<file path="src/rtl/pwm_pkg.sv">
// Shared constants for the PWM bank: bus widths and register addresses.
// CMP registers occupy addresses 0..NUM_CH-1; the control registers sit at 0x8..0xB.
package pwm_pkg;

    localparam int unsigned ADDR_W  = 4;
    localparam int unsigned WDATA_W = 12;

    localparam logic [ADDR_W-1:0] ADDR_PRESC = 4'h8;
    localparam logic [ADDR_W-1:0] ADDR_TOP   = 4'h9;
    localparam logic [ADDR_W-1:0] ADDR_CHEN  = 4'hA;
    localparam logic [ADDR_W-1:0] ADDR_POL   = 4'hB;

endpackage

</file>
<file path="src/rtl/pwm_bank_if.sv">
// Decoded register-write bus from the SPI word decoder into the PWM bank.
//   wr_valid : one-cycle write strobe
//   wr_addr  : register address
//   wr_data  : write data
interface pwm_bank_if;
    import pwm_pkg::*;

    logic               wr_valid;
    logic [ADDR_W-1:0]  wr_addr;
    logic [WDATA_W-1:0] wr_data;

    modport master (output wr_valid, wr_addr, wr_data);
    modport slave  (input  wr_valid, wr_addr, wr_data);

endinterface

</file>
<file path="src/rtl/pwm_timebase.sv">
// Shared PWM timebase: prescaler, period counter and reload strobe, with
// double-buffered TOP/PRESC registers.
//   clk, rst           : clock, async active-high reset
//   en                 : run enable; while low, counters hold at 0 and actives track shadows
//   top_we/top_data    : TOP shadow write
//   presc_we/presc_data: PRESC shadow write
//   cnt                : period counter
//   load_c             : combinational "active <= shadow" strobe (reload or idle)
//   tick, period_start : registered prescaler tick and reload pulse
module pwm_timebase #(
    parameter int unsigned PWM_WIDTH   = 10,
    parameter int unsigned PRESC_WIDTH = 4
) (
    input  logic                   clk,
    input  logic                   rst,
    input  logic                   en,
    input  logic                   top_we,
    input  logic [PWM_WIDTH-1:0]   top_data,
    input  logic                   presc_we,
    input  logic [PRESC_WIDTH-1:0] presc_data,
    output logic [PWM_WIDTH-1:0]   cnt,
    output logic                   load_c,
    output logic                   tick,
    output logic                   period_start
);

    logic [PWM_WIDTH-1:0]   top_sh;
    logic [PWM_WIDTH-1:0]   top_act;
    logic [PRESC_WIDTH-1:0] presc_sh;
    logic [PRESC_WIDTH-1:0] presc_act;
    logic [PRESC_WIDTH-1:0] pc;
    logic                   tick_c;
    logic                   reload_c;

    assign tick_c   = en && (pc == presc_act);
    assign reload_c = tick_c && (cnt == top_act);
    assign load_c   = reload_c || !en;

    // Shadow registers take writes immediately
    always_ff @(posedge clk or posedge rst) begin
        if (rst) begin
            top_sh   <= '1;
            presc_sh <= '0;
        end else begin
            if (top_we)   top_sh   <= top_data;
            if (presc_we) presc_sh <= presc_data;
        end
    end

    // Prescaler, counter and active-copy reload; a same-cycle write is not seen
    // by the reload because the shadow still holds its old value here.
    always_ff @(posedge clk or posedge rst) begin
        if (rst) begin
            pc           <= '0;
            cnt          <= '0;
            tick         <= 1'b0;
            period_start <= 1'b0;
            top_act      <= '1;
            presc_act    <= '0;
        end else begin
            tick         <= tick_c;
            period_start <= reload_c;
            if (!en) begin
                pc  <= '0;
                cnt <= '0;
            end else if (tick_c) begin
                pc  <= '0;
                cnt <= reload_c ? '0 : cnt + PWM_WIDTH'(1);
            end else begin
                pc  <= pc + PRESC_WIDTH'(1);
            end
            if (load_c) begin
                top_act   <= top_sh;
                presc_act <= presc_sh;
            end
        end
    end

endmodule

</file>
<file path="src/rtl/pwm_bank.sv">
// Multi-channel PWM generator with shared timebase, per-channel enable and
// polarity, and compare values double-buffered to the period boundary.
//   clk, rst     : clock, async active-high reset
//   en           : global run enable
//   bus          : register-write bus (slave)
//   pwm_out      : registered PWM outputs
//   period_start : one-cycle pulse on each counter reload
//   tick         : prescaler tick
module pwm_bank
    import pwm_pkg::*;
#(
    parameter int unsigned NUM_CH      = 8,
    parameter int unsigned PWM_WIDTH   = 10,
    parameter int unsigned PRESC_WIDTH = 4
) (
    input  logic              clk,
    input  logic              rst,
    input  logic              en,
    pwm_bank_if.slave         bus,
    output logic [NUM_CH-1:0] pwm_out,
    output logic              period_start,
    output logic              tick
);

    logic [PWM_WIDTH-1:0] cnt;
    logic                 load_c;
    logic [NUM_CH-1:0]    ch_en;
    logic [NUM_CH-1:0]    pol;
    logic [NUM_CH-1:0]    pwm_nxt_c;
    logic                 unused_wr_data;

    // Not every data bit feeds a register for every parameter choice
    assign unused_wr_data = ^bus.wr_data;

    pwm_timebase #(
        .PWM_WIDTH   (PWM_WIDTH),
        .PRESC_WIDTH (PRESC_WIDTH)
    ) u_timebase (
        .clk          (clk),
        .rst          (rst),
        .en           (en),
        .top_we       (bus.wr_valid && (bus.wr_addr == ADDR_TOP)),
        .top_data     (bus.wr_data[PWM_WIDTH-1:0]),
        .presc_we     (bus.wr_valid && (bus.wr_addr == ADDR_PRESC)),
        .presc_data   (bus.wr_data[PRESC_WIDTH-1:0]),
        .cnt          (cnt),
        .load_c       (load_c),
        .tick         (tick),
        .period_start (period_start)
    );

    // Channel enable and polarity apply without buffering
    always_ff @(posedge clk or posedge rst) begin
        if (rst) begin
            ch_en <= '0;
            pol   <= '0;
        end else if (bus.wr_valid) begin
            if (bus.wr_addr == ADDR_CHEN) ch_en <= bus.wr_data[NUM_CH-1:0];
            if (bus.wr_addr == ADDR_POL)  pol   <= bus.wr_data[NUM_CH-1:0];
        end
    end

    // Per-channel compare shadow/active pair and output function
    for (genvar i = 0; i < NUM_CH; i++) begin : g_ch
        logic [PWM_WIDTH-1:0] cmp_sh;
        logic [PWM_WIDTH-1:0] cmp_act;
        logic                 cmp_we;

        assign cmp_we = bus.wr_valid && (bus.wr_addr == ADDR_W'(i));

        always_ff @(posedge clk or posedge rst) begin
            if (rst) begin
                cmp_sh  <= '0;
                cmp_act <= '0;
            end else begin
                if (cmp_we) cmp_sh  <= bus.wr_data[PWM_WIDTH-1:0];
                if (load_c) cmp_act <= cmp_sh;
            end
        end

        assign pwm_nxt_c[i] = (en && ch_en[i]) ? ((cnt < cmp_act) ^ pol[i]) : pol[i];
    end

    // Output register
    always_ff @(posedge clk or posedge rst) begin
        if (rst) pwm_out <= '0;
        else     pwm_out <= pwm_nxt_c;
    end

endmodule

</file>
<file path="src/flat_wrapper.sv">
// flat-port wrapper written by rule: the top's interface ports become plain ports
module pwm_bank_flat import pwm_pkg::*;
#(
    parameter int unsigned NUM_CH      = 8,
    parameter int unsigned PWM_WIDTH   = 10,
    parameter int unsigned PRESC_WIDTH = 4
)
  (clk, rst, en, pwm_out, period_start, tick, bus_wr_valid, bus_wr_addr, bus_wr_data);
  pwm_bank_if bus_i ();
  input  logic clk;
  input  logic rst;
  input  logic en;
  output logic [NUM_CH-1:0] pwm_out;
  output logic period_start;
  output logic tick;
  input wire logic [$bits(bus_i.wr_valid)-1:0] bus_wr_valid;
  input wire logic [$bits(bus_i.wr_addr)-1:0] bus_wr_addr;
  input wire logic [$bits(bus_i.wr_data)-1:0] bus_wr_data;
  assign bus_i.wr_valid = bus_wr_valid;
  assign bus_i.wr_addr = bus_wr_addr;
  assign bus_i.wr_data = bus_wr_data;
  pwm_bank #(.NUM_CH(NUM_CH), .PWM_WIDTH(PWM_WIDTH), .PRESC_WIDTH(PRESC_WIDTH)) u_core (.clk(clk), .rst(rst), .en(en), .bus(bus_i), .pwm_out(pwm_out), .period_start(period_start), .tick(tick));
endmodule
</file>
<file path="config.mk">
export PLATFORM = sky130hd
export DESIGN_NAME = pwm_bank_flat
export DESIGN_NICKNAME = d
export VERILOG_FILES = /design/src/rtl/pwm_pkg.sv /design/src/rtl/pwm_bank_if.sv /design/src/rtl/pwm_timebase.sv /design/src/rtl/pwm_bank.sv /design/src/flat_wrapper.sv
export SDC_FILE = /design/constraint.sdc
export NUM_CORES = 1
export LEC_CHECK = 0
export BUFFER_PORTS_ARGS = -buffer_cell sky130_fd_sc_hd__buf_2
export CAP_MARGIN = 30
export CORE_MARGIN = 8
export CORE_UTILIZATION = 45
export DETAILED_ROUTE_END_ITERATION = 10
export HOLD_SLACK_MARGIN = 0.06
export PLACE_DENSITY = 0.61
export SKIP_LAST_GASP = 1
export SLEW_MARGIN = 20
export SYNTH_ARGS = -nofsm -noshare
export SYNTH_HDL_FRONTEND = slang
export SYNTH_SLANG_ARGS = --single-unit
export TNS_END_PERCENT = 100
</file>
<file path="constraint.sdc">
create_clock -name clk -period 9.7 [get_ports clk]
set_clock_uncertainty 0.15 [all_clocks]
set_input_delay 1.94 -clock clk [delete_from_list [all_inputs] [get_ports clk]]
set_output_delay 1.94 -clock clk [all_outputs]
set_load 0.05 [all_outputs]
</file>
==> results.json <==
{
  "cp-end-kind": "register",
  "setup_viol": 0,
  "start_util_pct": 45.8,
  "worstSetupPathType": "register to register",
  "cp_max_fo": 45,
  "rsz0062_at_grt": "no",
  "hold_violations": 0,
  "cpPeakStageDelay_ns": 0.90,
  "cts.sinks": 228,
  "ys_types": 38,
  "slew_violations": 0,
  "fin_hold_ws_ns": 0.307,
  "cp.arrival_ns": 3.94,
  "ant_nets": 0,
  "antenna_found_initial": 1,
  "fmax_mhz": 271,
  "seqPwrFrac_pct": 47.4,
  "synth_area_per_cell_um2": 13.4,
  "hpwl_um": 14400,
  "clock_path_buffers": 3,
  "status": "finished, final reports clean",
  "synth.cell_area_um2": 10700,
  "grt_start_max_net_pins": 146,
  "synthFlopType": "dfrtp_1",
  "p_sw_share_pct": 28.0,
  "drv_cap": 0,
  "r2r_start": "u_core.u_timebase.cnt[4]",
  "place_area_um2": 11100,
  "globalplace.congestion": 0.802,
  "p_int_mw": 2.04,
  "cts_root_buffer": "clkbuf_16",
  "dr.pass1.iters": 4,
  "setup_ws_ns": 6.01,
  "synth-seq-cells": 228,
  "worst_pin_slew_ns": 0.986,
  "grt_pass1_wl_um": 37500,
  "crit_slowest_cell": "dfrtp_1",
  "overflow": 0,
  "wl_um": 23400,
  "die-area_um2": 29000,
  "clockPowerShare_pct": 32.8,
  "cts_buffers": 25,
  "synthCells": 801,
  "max-slew-margin-rel_pct": 34.0,
  "final_common_cell": "dfrtp_1",
  "async_reset_ff_share_pct": 100,
  "postCtsHoldBufs": 0,
  "htree_levels": 1,
  "drtIter0Drc": 388,
  "track_usage_pct": 16.7,
  "syn_nets": 895,
  "port_buffers": 27,
  "switchingPower_mw": 0.795,
  "cp_top_family": "simple AND/OR/NAND/NOR gates",
  "peakVddDrop_mv": 0.0981,
  "nFillCells": 2001,
  "final_cell_mix": "208 x dfrtp_1, 132 x mux2_2, 81 x inv_1",
  "via_per_inst": 5.30,
  "drive_above_1_share_pct": 27.1,
  "syn_to_final_growth_pct": 12.0,
  "timing.critical_path.from": "u_core.u_timebase.cnt[4]",
  "fp-row-count": 56,
  "yosys_warnings": 0,
  "synth_edf_count": 0,
  "post_cts_buffers": 0,
  "grt_pass1_vias": 6668,
  "min_from": "u_core.pol[1]",
  "period_share_pct": 38.0,
  "start_kind": "register",
  "yosysTopAreaCell": "dfrtp_1",
  "core_um2": 23400,
  "diodes": 0,
  "finalPower_mw": 2.83,
  "insertion_delay_ns": 0.51,
  "pre_cts_slack_ns": 5.58,
  "post_drt_wl_per_cell_um": 19.9,
  "fin_nets": 932,
  "die_h_um": 170,
  "final_design_area_no_fill_um2": 12000,
  "dieWidth_um": 170,
  "crit_required_ns": 9.95,
  "p_comb_share_pct": 19.8,
  "ios": 30,
  "power_density_nw_per_um2": 236,
  "p_leak_nw": 5.71,
  "clkTransAtPathRegs_ns": 0.06,
  "cts_tree": "done",
  "finalCriticalPeriod_ns": 3.69,
  "yosysSeqAreaShare_pct": 53.5,
  "cts_resized": 0,
  "crit_buf_inv": 2,
  "hold_path_class": "register to register",
  "via_count": 6231,
  "synth_top_area_share_pct": 48.6,
  "drc": 0,
  "cp_cell_sequence": "xor2_1, nor4_1, nand4_1, nand2_4, buf_4, buf_16, mux2_2",
  "synthTopCellsByArea": "dfrtp_1 49%, mux2_2 14%, ha_1 8.6%",
  "tns_ns": 0
}
power groups by stage:
stage | Combinational (mW) | Clock (mW) | Sequential (mW)
after floorplan | 0.412 | 0 | 1.36
after global placement | 0.539 | 0 | 1.35
after detailed placement | 0.564 | 0 | 1.36
after CTS | 0.570 | 0.955 | 1.35
after global routing | 0.630 | 0.992 | 1.37
final | 0.562 | 0.929 | 1.34
layout make-up:
type | instances | area [µm²] | share of cell area [%]
Clock buffer | 36 | 717 | 5.97
Multi-Input combinational cell | 466 | 4480 | 37.4
Tap cell | 319 | 399 | 3.33
Inverter | 82 | 315 | 2.63
Timing Repair Buffer | 35 | 255 | 2.13
Sequential cell | 228 | 5730 | 47.8
Clock inverter | 9 | 97.6 | 0.813
synthesized netlist by cell type (2+ instances only):
cell	n
nor2b_1	2
a21oi_1	8
nand3_1	3
mux2_1	72
mux2_2	132
nor3_1	13
o32ai_1	8
nand2b_1	12
a211oi_1	16
nor4_1	5
a21o_1	8
buf_4	2
inv_1	82
xor2_1	31
nand3b_1	7
buf_8	7
dfrtp_1	208
or3_1	2
nor2_1	20
dfstp_2	20
nand4_1	15
ha_1	74
and2_1	2
a41oi_1	8
and3_1	2
o21ai_0	10
clkbuf_1	13
nand2_1	9
logic make-up (layout without fill, tap and decap cells):
group	Yosys count	in the layout	synth area share [%]
compound gates	59	59	3.98
flops	228	228	53.5
mux	204	204	21.4
buf+inv	107	162	4.79
fa+ha+maj	74	74	8.64
simple gates	97	97	5.08
xor+xnor	32	32	2.62
metrics by stage:
step | cells | util (%)
6_report | 1175 | 51.3
5_1_grt | 1175 | 51.3
4_1_cts | 1173 | 51.1
3_5_place_dp | 1128 | 47.6
3_3_place_gp | 1125 | 47.4
2_1_floorplan | 801 | -
flip-flops by register name, summed over array words and instances, names as in the netlist:
| signal | count |
|---|---|
| u_core.g_ch.cmp_act | 80 |
| u_core.g_ch.cmp_sh | 80 |
| u_core.u_timebase.cnt | 10 |
| u_core.u_timebase.top_act | 10 |
| u_core.u_timebase.top_sh | 10 |
| u_core.ch_en | 8 |
| u_core.pol | 8 |
| u_core.pwm_out | 8 |
| u_core.u_timebase.pc | 4 |
| u_core.u_timebase.presc_act | 4 |
| u_core.u_timebase.presc_sh | 4 |
| u_core.u_timebase.period_start | 1 |
| u_core.u_timebase.tick | 1 |
path summary, 6_finish.rpt:
check / depth (start not counted) / to / slack, ns
worst min-delay path: 1 / u_core.pwm_out[1] / 0.31
worst max register to register: 7 / u_core.g_ch[1].cmp_act[9] / 6.01
worst max-delay path: 7 / u_core.g_ch[1].cmp_act[9] / 6.01
max in group asynchronous: 4 / u_core.u_timebase.cnt[2] / 7.11
worst min register to register: 1 / u_core.pwm_out[1] / 0.31
min in group asynchronous: 2 / u_core.g_ch[3].cmp_act[2] / 1.27
metal layers:
metal	global-route usage, %	share of wire (%)
met1	22.4	46
met2	28.2	48
met3	2.15	3.8
met4	4.58	2.1
met5	0	0
worst reg2reg max path, stage by stage (launching register included):
cell and delay [ns]:
dfrtp_1 0.90, xor2_1 0.14, nor4_1 0.56, nand4_1 0.23, nand2_4 0.35, buf_4 0.52, buf_16 0.32, mux2_2 0.42
(Power assumes the default switching activity.)
